===== src/rtl/guess_index_encoder_pkg.sv =====
// Shared charset codes, size table and FSM state type for the
// guess index encoder and guess generator.
package guess_index_encoder_pkg;

  localparam int DEF_GUESS_BYTES = 16;
  localparam int DEF_IDX_W = 128;

  localparam logic [2:0] CS_LOWER = 3'd0;
  localparam logic [2:0] CS_UPPER = 3'd1;
  localparam logic [2:0] CS_ALPHA = 3'd2;
  localparam logic [2:0] CS_ALNUM = 3'd3;
  localparam logic [2:0] CS_PRINT = 3'd4;
  localparam logic [2:0] CS_FULL  = 3'd5;

  typedef enum logic [1:0] {
    S_IDLE,
    S_RUN,
    S_FLUSH,
    S_DONE
  } state_e;

  function automatic logic [8:0] cs_size(
    input logic [2:0] cs
  );
    unique case (cs)
      CS_LOWER: cs_size = 9'd26;
      CS_UPPER: cs_size = 9'd26;
      CS_ALPHA: cs_size = 9'd52;
      CS_ALNUM: cs_size = 9'd62;
      CS_PRINT: cs_size = 9'd94;
      CS_FULL:  cs_size = 9'd256;
      default:  cs_size = 9'd0;
    endcase
  endfunction

endpackage


===== src/rtl/guess_index_encoder_if.sv =====
// Request/result bundle of the guess index encoder.
// master: start/charset/guesslen/guess out; slave: busy/done/err/index out.
interface guess_index_encoder_if
  import guess_index_encoder_pkg::*;
#(
  parameter int GUESS_BYTES = DEF_GUESS_BYTES,
  parameter int IDX_W = DEF_IDX_W
);
  logic                     start;
  logic [2:0]               charset;
  logic [4:0]               guesslen;
  logic [8*GUESS_BYTES-1:0] guess;
  logic                     busy;
  logic                     done;
  logic                     err;
  logic [IDX_W-1:0]         index;

  modport master (
    output start, charset, guesslen, guess,
    input  busy, done, err, index
  );

  modport slave (
    input  start, charset, guesslen, guess,
    output busy, done, err, index
  );
endinterface


===== src/rtl/charset_reverse_rom.sv =====
// Character -> digit lookup for one charset, registered (1 cycle).
// Ports: clk, charset, ch in; digit, valid out.
module charset_reverse_rom
  import guess_index_encoder_pkg::*;
(
  input  logic       clk,
  input  logic [2:0] charset,
  input  logic [7:0] ch,
  output logic [7:0] digit,
  output logic       valid
);

  logic       is_lo;
  logic       is_up;
  logic       is_num;
  logic       is_prt;
  logic [7:0] d_c;
  logic       v_c;

  assign is_lo  = (ch >= 8'h61) && (ch <= 8'h7a);
  assign is_up  = (ch >= 8'h41) && (ch <= 8'h5a);
  assign is_num = (ch >= 8'h30) && (ch <= 8'h39);
  assign is_prt = (ch >= 8'h21) && (ch <= 8'h7e);

  always_comb begin
    d_c = 8'h00;
    v_c = 1'b0;
    unique case (charset)
      CS_LOWER: begin
        v_c = is_lo;
        d_c = ch - 8'h61;
      end
      CS_UPPER: begin
        v_c = is_up;
        d_c = ch - 8'h41;
      end
      CS_ALPHA, CS_ALNUM: begin
        // upper starts at 26, digits at 52
        unique case (1'b1)
          is_lo: begin
            v_c = 1'b1;
            d_c = ch - 8'h61;
          end
          is_up: begin
            v_c = 1'b1;
            d_c = ch - 8'h27;
          end
          is_num: begin
            v_c = (charset == CS_ALNUM);
            d_c = ch + 8'h04;
          end
          default: ;
        endcase
      end
      CS_PRINT: begin
        v_c = is_prt;
        d_c = ch - 8'h21;
      end
      CS_FULL: begin
        v_c = 1'b1;
        d_c = ch;
      end
      default: ;
    endcase
  end

  always_ff @(posedge clk) begin
    digit <= d_c;
    valid <= v_c;
  end

endmodule


===== src/rtl/guess_index_encoder.sv =====
// Converts a matched ASCII guess back to its keyspace index.
// Ports: clk, reset (async, high), bus (slave side of request/result).
module guess_index_encoder
  import guess_index_encoder_pkg::*;
#(
  parameter int GUESS_BYTES = DEF_GUESS_BYTES,
  parameter int IDX_W = DEF_IDX_W
)(
  input  logic                 clk,
  input  logic                 reset,
  guess_index_encoder_if.slave bus
);

  localparam int GW = 8 * GUESS_BYTES;
  localparam int PW = (GUESS_BYTES > 1) ? $clog2(GUESS_BYTES) : 1;

  state_e           state;
  logic [2:0]       cs_q;
  logic [8:0]       size_q;
  logic [GW-1:0]    guess_q;
  logic [PW-1:0]    ptr;
  logic [IDX_W-1:0] acc;
  logic             lk_vld;
  logic             busy_q;
  logic             done_q;
  logic             err_q;
  logic [IDX_W-1:0] idx_q;

  logic             cfg_ok;
  logic [7:0]       gbyte [GUESS_BYTES];
  logic [7:0]       ch;
  logic [7:0]       rom_digit;
  logic             rom_valid;
  logic [IDX_W-1:0] scaled;
  logic [IDX_W-1:0] nxt;
  logic             err_fin;

  assign cfg_ok = (bus.charset <= CS_FULL)
               && (bus.guesslen != 5'd0)
               && (bus.guesslen <= 5'(GUESS_BYTES));

  // char k sits at the top of the bus for k=0
  for (genvar k = 0; k < GUESS_BYTES; k++) begin : g_byte
    assign gbyte[k] = guess_q[GW-1-8*k -: 8];
  end

  assign ch = gbyte[ptr];

  charset_reverse_rom u_rom (
    .clk     (clk),
    .charset (cs_q),
    .ch      (ch),
    .digit   (rom_digit),
    .valid   (rom_valid)
  );

  // full byte charset: multiply by 256 is a plain shift
  assign scaled = (size_q == 9'd256)
                ? {acc[IDX_W-9:0], 8'h00}
                : acc * IDX_W'(size_q);
  assign nxt     = scaled + IDX_W'(rom_digit);
  assign err_fin = err_q | ~rom_valid;

  always_ff @(posedge clk or posedge reset) begin
    if (reset) begin
      state   <= S_IDLE;
      cs_q    <= '0;
      size_q  <= '0;
      guess_q <= '0;
      ptr     <= '0;
      acc     <= '0;
      lk_vld  <= 1'b0;
      busy_q  <= 1'b0;
      done_q  <= 1'b0;
      err_q   <= 1'b0;
      idx_q   <= '0;
    end else begin
      unique case (state)
        S_IDLE: begin
          lk_vld <= 1'b0;
          if (bus.start) begin
            cs_q    <= bus.charset;
            size_q  <= cs_size(bus.charset);
            guess_q <= bus.guess;
            acc     <= '0;
            idx_q   <= '0;
            busy_q  <= 1'b1;
            if (cfg_ok) begin
              err_q <= 1'b0;
              ptr   <= PW'(bus.guesslen - 5'd1);
              state <= S_RUN;
            end else begin
              err_q  <= 1'b1;
              done_q <= 1'b1;
              state  <= S_DONE;
            end
          end
        end
        S_RUN: begin
          // ROM output trails the issued char by one cycle
          lk_vld <= 1'b1;
          if (lk_vld) begin
            acc <= nxt;
            if (!rom_valid) err_q <= 1'b1;
          end
          if (ptr == '0) state <= S_FLUSH;
          else ptr <= ptr - PW'(1);
        end
        S_FLUSH: begin
          acc    <= nxt;
          err_q  <= err_fin;
          idx_q  <= err_fin ? '0 : nxt;
          done_q <= 1'b1;
          state  <= S_DONE;
        end
        S_DONE: begin
          done_q <= 1'b0;
          busy_q <= 1'b0;
          state  <= S_IDLE;
        end
        default: state <= S_IDLE;
      endcase
    end
  end

  assign bus.busy  = busy_q;
  assign bus.done  = done_q;
  assign bus.err   = err_q;
  assign bus.index = idx_q;

endmodule


===== src/flat_wrapper.sv =====
// flat-port wrapper written by rule: the top's interface ports become plain ports
module guess_index_encoder_flat import guess_index_encoder_pkg::*;
#(
  parameter int GUESS_BYTES = DEF_GUESS_BYTES,
  parameter int IDX_W = DEF_IDX_W
)
  (clk, reset, bus_start, bus_charset, bus_guesslen, bus_guess, bus_busy, bus_done, bus_err, bus_index);
  guess_index_encoder_if #(.GUESS_BYTES(GUESS_BYTES), .IDX_W(IDX_W)) bus_i ();
  input  logic clk;
  input  logic reset;
  input wire logic [$bits(bus_i.start)-1:0] bus_start;
  input wire logic [$bits(bus_i.charset)-1:0] bus_charset;
  input wire logic [$bits(bus_i.guesslen)-1:0] bus_guesslen;
  input wire logic [$bits(bus_i.guess)-1:0] bus_guess;
  output wire logic [$bits(bus_i.busy)-1:0] bus_busy;
  output wire logic [$bits(bus_i.done)-1:0] bus_done;
  output wire logic [$bits(bus_i.err)-1:0] bus_err;
  output wire logic [$bits(bus_i.index)-1:0] bus_index;
  assign bus_i.start = bus_start;
  assign bus_i.charset = bus_charset;
  assign bus_i.guesslen = bus_guesslen;
  assign bus_i.guess = bus_guess;
  assign bus_busy = bus_i.busy;
  assign bus_done = bus_i.done;
  assign bus_err = bus_i.err;
  assign bus_index = bus_i.index;
  guess_index_encoder #(.GUESS_BYTES(GUESS_BYTES), .IDX_W(IDX_W)) u_core (.clk(clk), .reset(reset), .bus(bus_i));
endmodule

===== config.mk =====
export PLATFORM = sky130hd
export DESIGN_NAME = guess_index_encoder_flat
export DESIGN_NICKNAME = d
export VERILOG_FILES = /design/src/rtl/guess_index_encoder_pkg.sv /design/src/rtl/guess_index_encoder_if.sv /design/src/rtl/charset_reverse_rom.sv /design/src/rtl/guess_index_encoder.sv /design/src/flat_wrapper.sv
export SDC_FILE = /design/constraint.sdc
export NUM_CORES = 2
export LEC_CHECK = 0
export CAP_MARGIN = 20
export CORE_MARGIN = 5
export CORE_UTILIZATION = 30
export CTS_CLUSTER_SIZE = 20
export DETAILED_ROUTE_END_ITERATION = 6
export GPL_TIMING_DRIVEN = 1
export MAX_ROUTING_LAYER = met4
export SLEW_MARGIN = 20
export SYNTH_ARGS = -nofsm -noshare
export SYNTH_HDL_FRONTEND = slang
export SYNTH_SLANG_ARGS = --single-unit

===== constraint.sdc =====
create_clock -name clk -period 30.9 [get_ports clk]
set_input_delay 6.18 -clock clk [delete_from_list [all_inputs] [get_ports clk]]
set_output_delay 6.18 -clock clk [all_outputs]
set_load 0.1 [all_outputs]

==> impl_metrics.ini <==
[worst_hold_path]
hold_depth = 2
min_from = u_core.bus.index[60]$_DFFE_PP0P_
hold_end = u_core.bus.index[60]$_DFFE_PP0P_
hp-class = flop to flop

[sta]
setup_viol = 0
finClkSkew_ns = 0.0734
rsz0062_at_grt = false
hold_viol_final = 0
maxSlewViolCount = 0
fmax_mhz = 91.6
worst_pin_slew_ns = 1.22
maxSlewHeadroom = 0.185
setup-tns-final_ns = 0
fin_crit_ns = 10.92
period_share = 0.353

[global_route]
gr-usage-met1 = 0.268
busiest_layer = met2
grt_pass1_wl_mm = 305
grt_pass1_vias = 48500
grtUsageTotal = 0.209
overflow = 0
grt_max_degree = 154
gr-usage-met2 = 0.329
grt_antenna_before_repair = 10
met3_usage = 0.0372

[clock_tree]
hold_buffers = 0
clk_latency_ns = 0.74
path_clk_slew_ns = 0.06
cts_tree = built
root_buffer = clkbuf_16
post_cts_resized = 0
post_cts_buffers = 0
cts_buffers = 54
h-tree-depth = 2
clock_path_buffers = 3
clock-sinks = 411

[power]
ir_drop_mv = 0.0542
power_density_mw_per_mm2 = 77.5
power_leakage_nw = 28.9

[finish]
final_common_cell = inv_1
final_nets = 7537
drive_above_1_share = 0.0624
fillers = 19000
area_growth_pct = 12.4
final_cell_mix = 1000 x inv_1, 745 x and2_1, 607 x fa_1
multi_input_area_mm2 = 0.0403
regArea_mm2 = 0.0103
fin_area_mm2 = 0.0624

[routing]
wl_mm = 199
routed_via_density = 5.22
drt_iter0_drc = 3711
drt_first_pass_iters = 6
vias = 46600
drcViolationCount = 0
post_drt_wl_per_cell_um = 22.3
ant_nets = 0

[setup_path]
cp_slowest_stage_delay_ns = 1.02
rrSetupSlack_ns = 19.98
path_class = flop to flop
crit_family = simple AND/OR/NAND/NOR gates
rr_worst_depth = 26
rr_endpoint = u_core.bus.index[118]$_DFFE_PP0P_
cp-end-kind = flop
worstPathRequired_ns = 31.41
path_max_fanout = 54
cp.arrival_ns = 11.43
worst-path-buf-inv = 5
path_common_cell = fa_1
cp-start-kind = flop
critical-path-slowest-cell = a211oi_2
crit-reg2reg-launch = u_core.size_q[5]$_DFFE_PP0P_

[placement]
gp_congestion = 1.01
io_buffers = 269
dpl_cell_area_mm2 = 0.0604
place_hpwl_mm = 157

[yosys]
synthDistinctLibCells = 111
syn-cell-area_mm2 = 0.0555
synth_fp_nets = 7497
synth_edf_count = 0
ys_async_sr_fraction = 0.978
yosys_most_used_dff = dfrtp_1
ys_ff_latch = 411
synth_cells = 6355
ys_warn_count = 0
syn_avg_cell_area_um2 = 8.74
ys_seq_area_frac = 0.184

[run_status]
status = finished, final reports clean

[floorplanning]
ios = 270
fp.dieH_um = 440
dieArea_mm2 = 0.194
die_x_um = 440
start_util = 0.300
core_mm2 = 0.185
rows = 158

[job]
maxCapViolations = 0
-- layer usage --
layer | part of all wire | wire length, µm
met1 | 0.43 | 84900
met2 | 0.46 | 90900
met4 | 0.045 | 9020
met3 | 0.070 | 14000
met5 | 0 | 0
-- final cells by class --
type	instances	area share
Multi-Input combinational cell	4615	0.645
Antenna cell	11	0.000441
Clock inverter	29	0.00648
Inverter	1001	0.0603
Timing Repair Buffer	312	0.0485
Sequential cell	411	0.164
Clock buffer	71	0.0248
Tap cell	2480	0.0497
-- metrics by stage --
step	utilization	setup WS, ns	cells	hold slack (ns)	power (W)
after floorplan	-	13.54	6355	0.441	0.00307
after global placement	0.327	19.83	8818	0.465	0.00408
after detailed placement	0.327	20.18	8818	0.463	0.00412
after CTS	0.337	20.15	8918	0.481	0.00486
after global routing	0.338	19.54	8927	0.494	0.00519
final	0.338	19.98	8930	0.476	0.00483
-- tightest hold or removal path, cell delays in order, from the launching register on --
cell	delay, ns
dfrtp_1	0.34
nand2_1	0.04
o21ai_0	0.06
-- power by group --
| group | switching, W | internal, W | leakage (nW) | total, W |
|---|---|---|---|---|
| clock network | 0.000290 | 0.000407 | 0.948 | 0.000697 |
| logic | 0.00208 | 0.00104 | 22.7 | 0.00311 |
| registers | 0.000302 | 0.000722 | 5.35 | 0.00102 |
| total | 0.00267 | 0.00216 | 28.9 | 0.00483 |
-- flip-flops by register name, summed over array words and instances, names as in the netlist --
name,count
u_core.bus.index,128
u_core.cs_q,3
u_core.gbyte,128
u_core.size_q,6
u_core.bus.err,1
u_core.u_rom.digit,8
u_core.acc,127
u_core.bus.done,1
u_core.state,2
u_core.lk_vld,1
u_core.bus.busy,1
u_core.ptr,4
u_core.u_rom.valid,1
-- cells in the mapped netlist, types with 87 or more instances --
library cell  instances  share of area
xor2_1               92          0.015
nor2_1              277          0.019
xnor2_1             139          0.022
nand3_1              87         0.0078
mux2_2              139          0.028
dfrtp_1             402           0.18
clkbuf_1            245          0.017
nand4_1             106          0.012
o21ai_0             308          0.028
a21oi_1             262          0.024
fa_1                607           0.22
nand2_1             497          0.034
ha_1                396          0.089
inv_1              1001          0.068
a22o_1              128          0.020
and2_1              746          0.084
-- worst max path at each step --
| stage | start | endpoint | slack [ns] | cells after the start |
|---|---|---|---|---|
| 2_1_floorplan | reset | u_core.acc[0]$_DFFE_PP0P_ | 13.54 | 1 |
| 3_3_place_gp | u_core.size_q[5]$_DFFE_PP0P_ | u_core.bus.index[114]$_DFFE_PP0P_ | 19.83 | 26 |
| 3_5_place_dp | u_core.size_q[5]$_DFFE_PP0P_ | u_core.bus.index[118]$_DFFE_PP0P_ | 20.18 | 26 |
| 4_1_cts | u_core.size_q[5]$_DFFE_PP0P_ | u_core.bus.index[118]$_DFFE_PP0P_ | 20.15 | 26 |
| 5_1_grt | u_core.size_q[5]$_DFFE_PP0P_ | u_core.bus.index[118]$_DFFE_PP0P_ | 19.54 | 26 |
| 6_report | u_core.size_q[5]$_DFFE_PP0P_ | u_core.bus.index[118]$_DFFE_PP0P_ | 19.98 | 26 |
-- cell families after synthesis --
logic type / after synthesis / synth area share
buffers and inverters: 1329 / 0.0922
DFF: 411 / 0.184
AOI/OAI and AO/OA: 1122 / 0.134
muxes: 235 / 0.0491
adders and majority gates: 1003 / 0.308
and+or+nand+nor: 2024 / 0.196
xor gates and xnor gates: 231 / 0.0364
(Power assumes the default switching activity.)
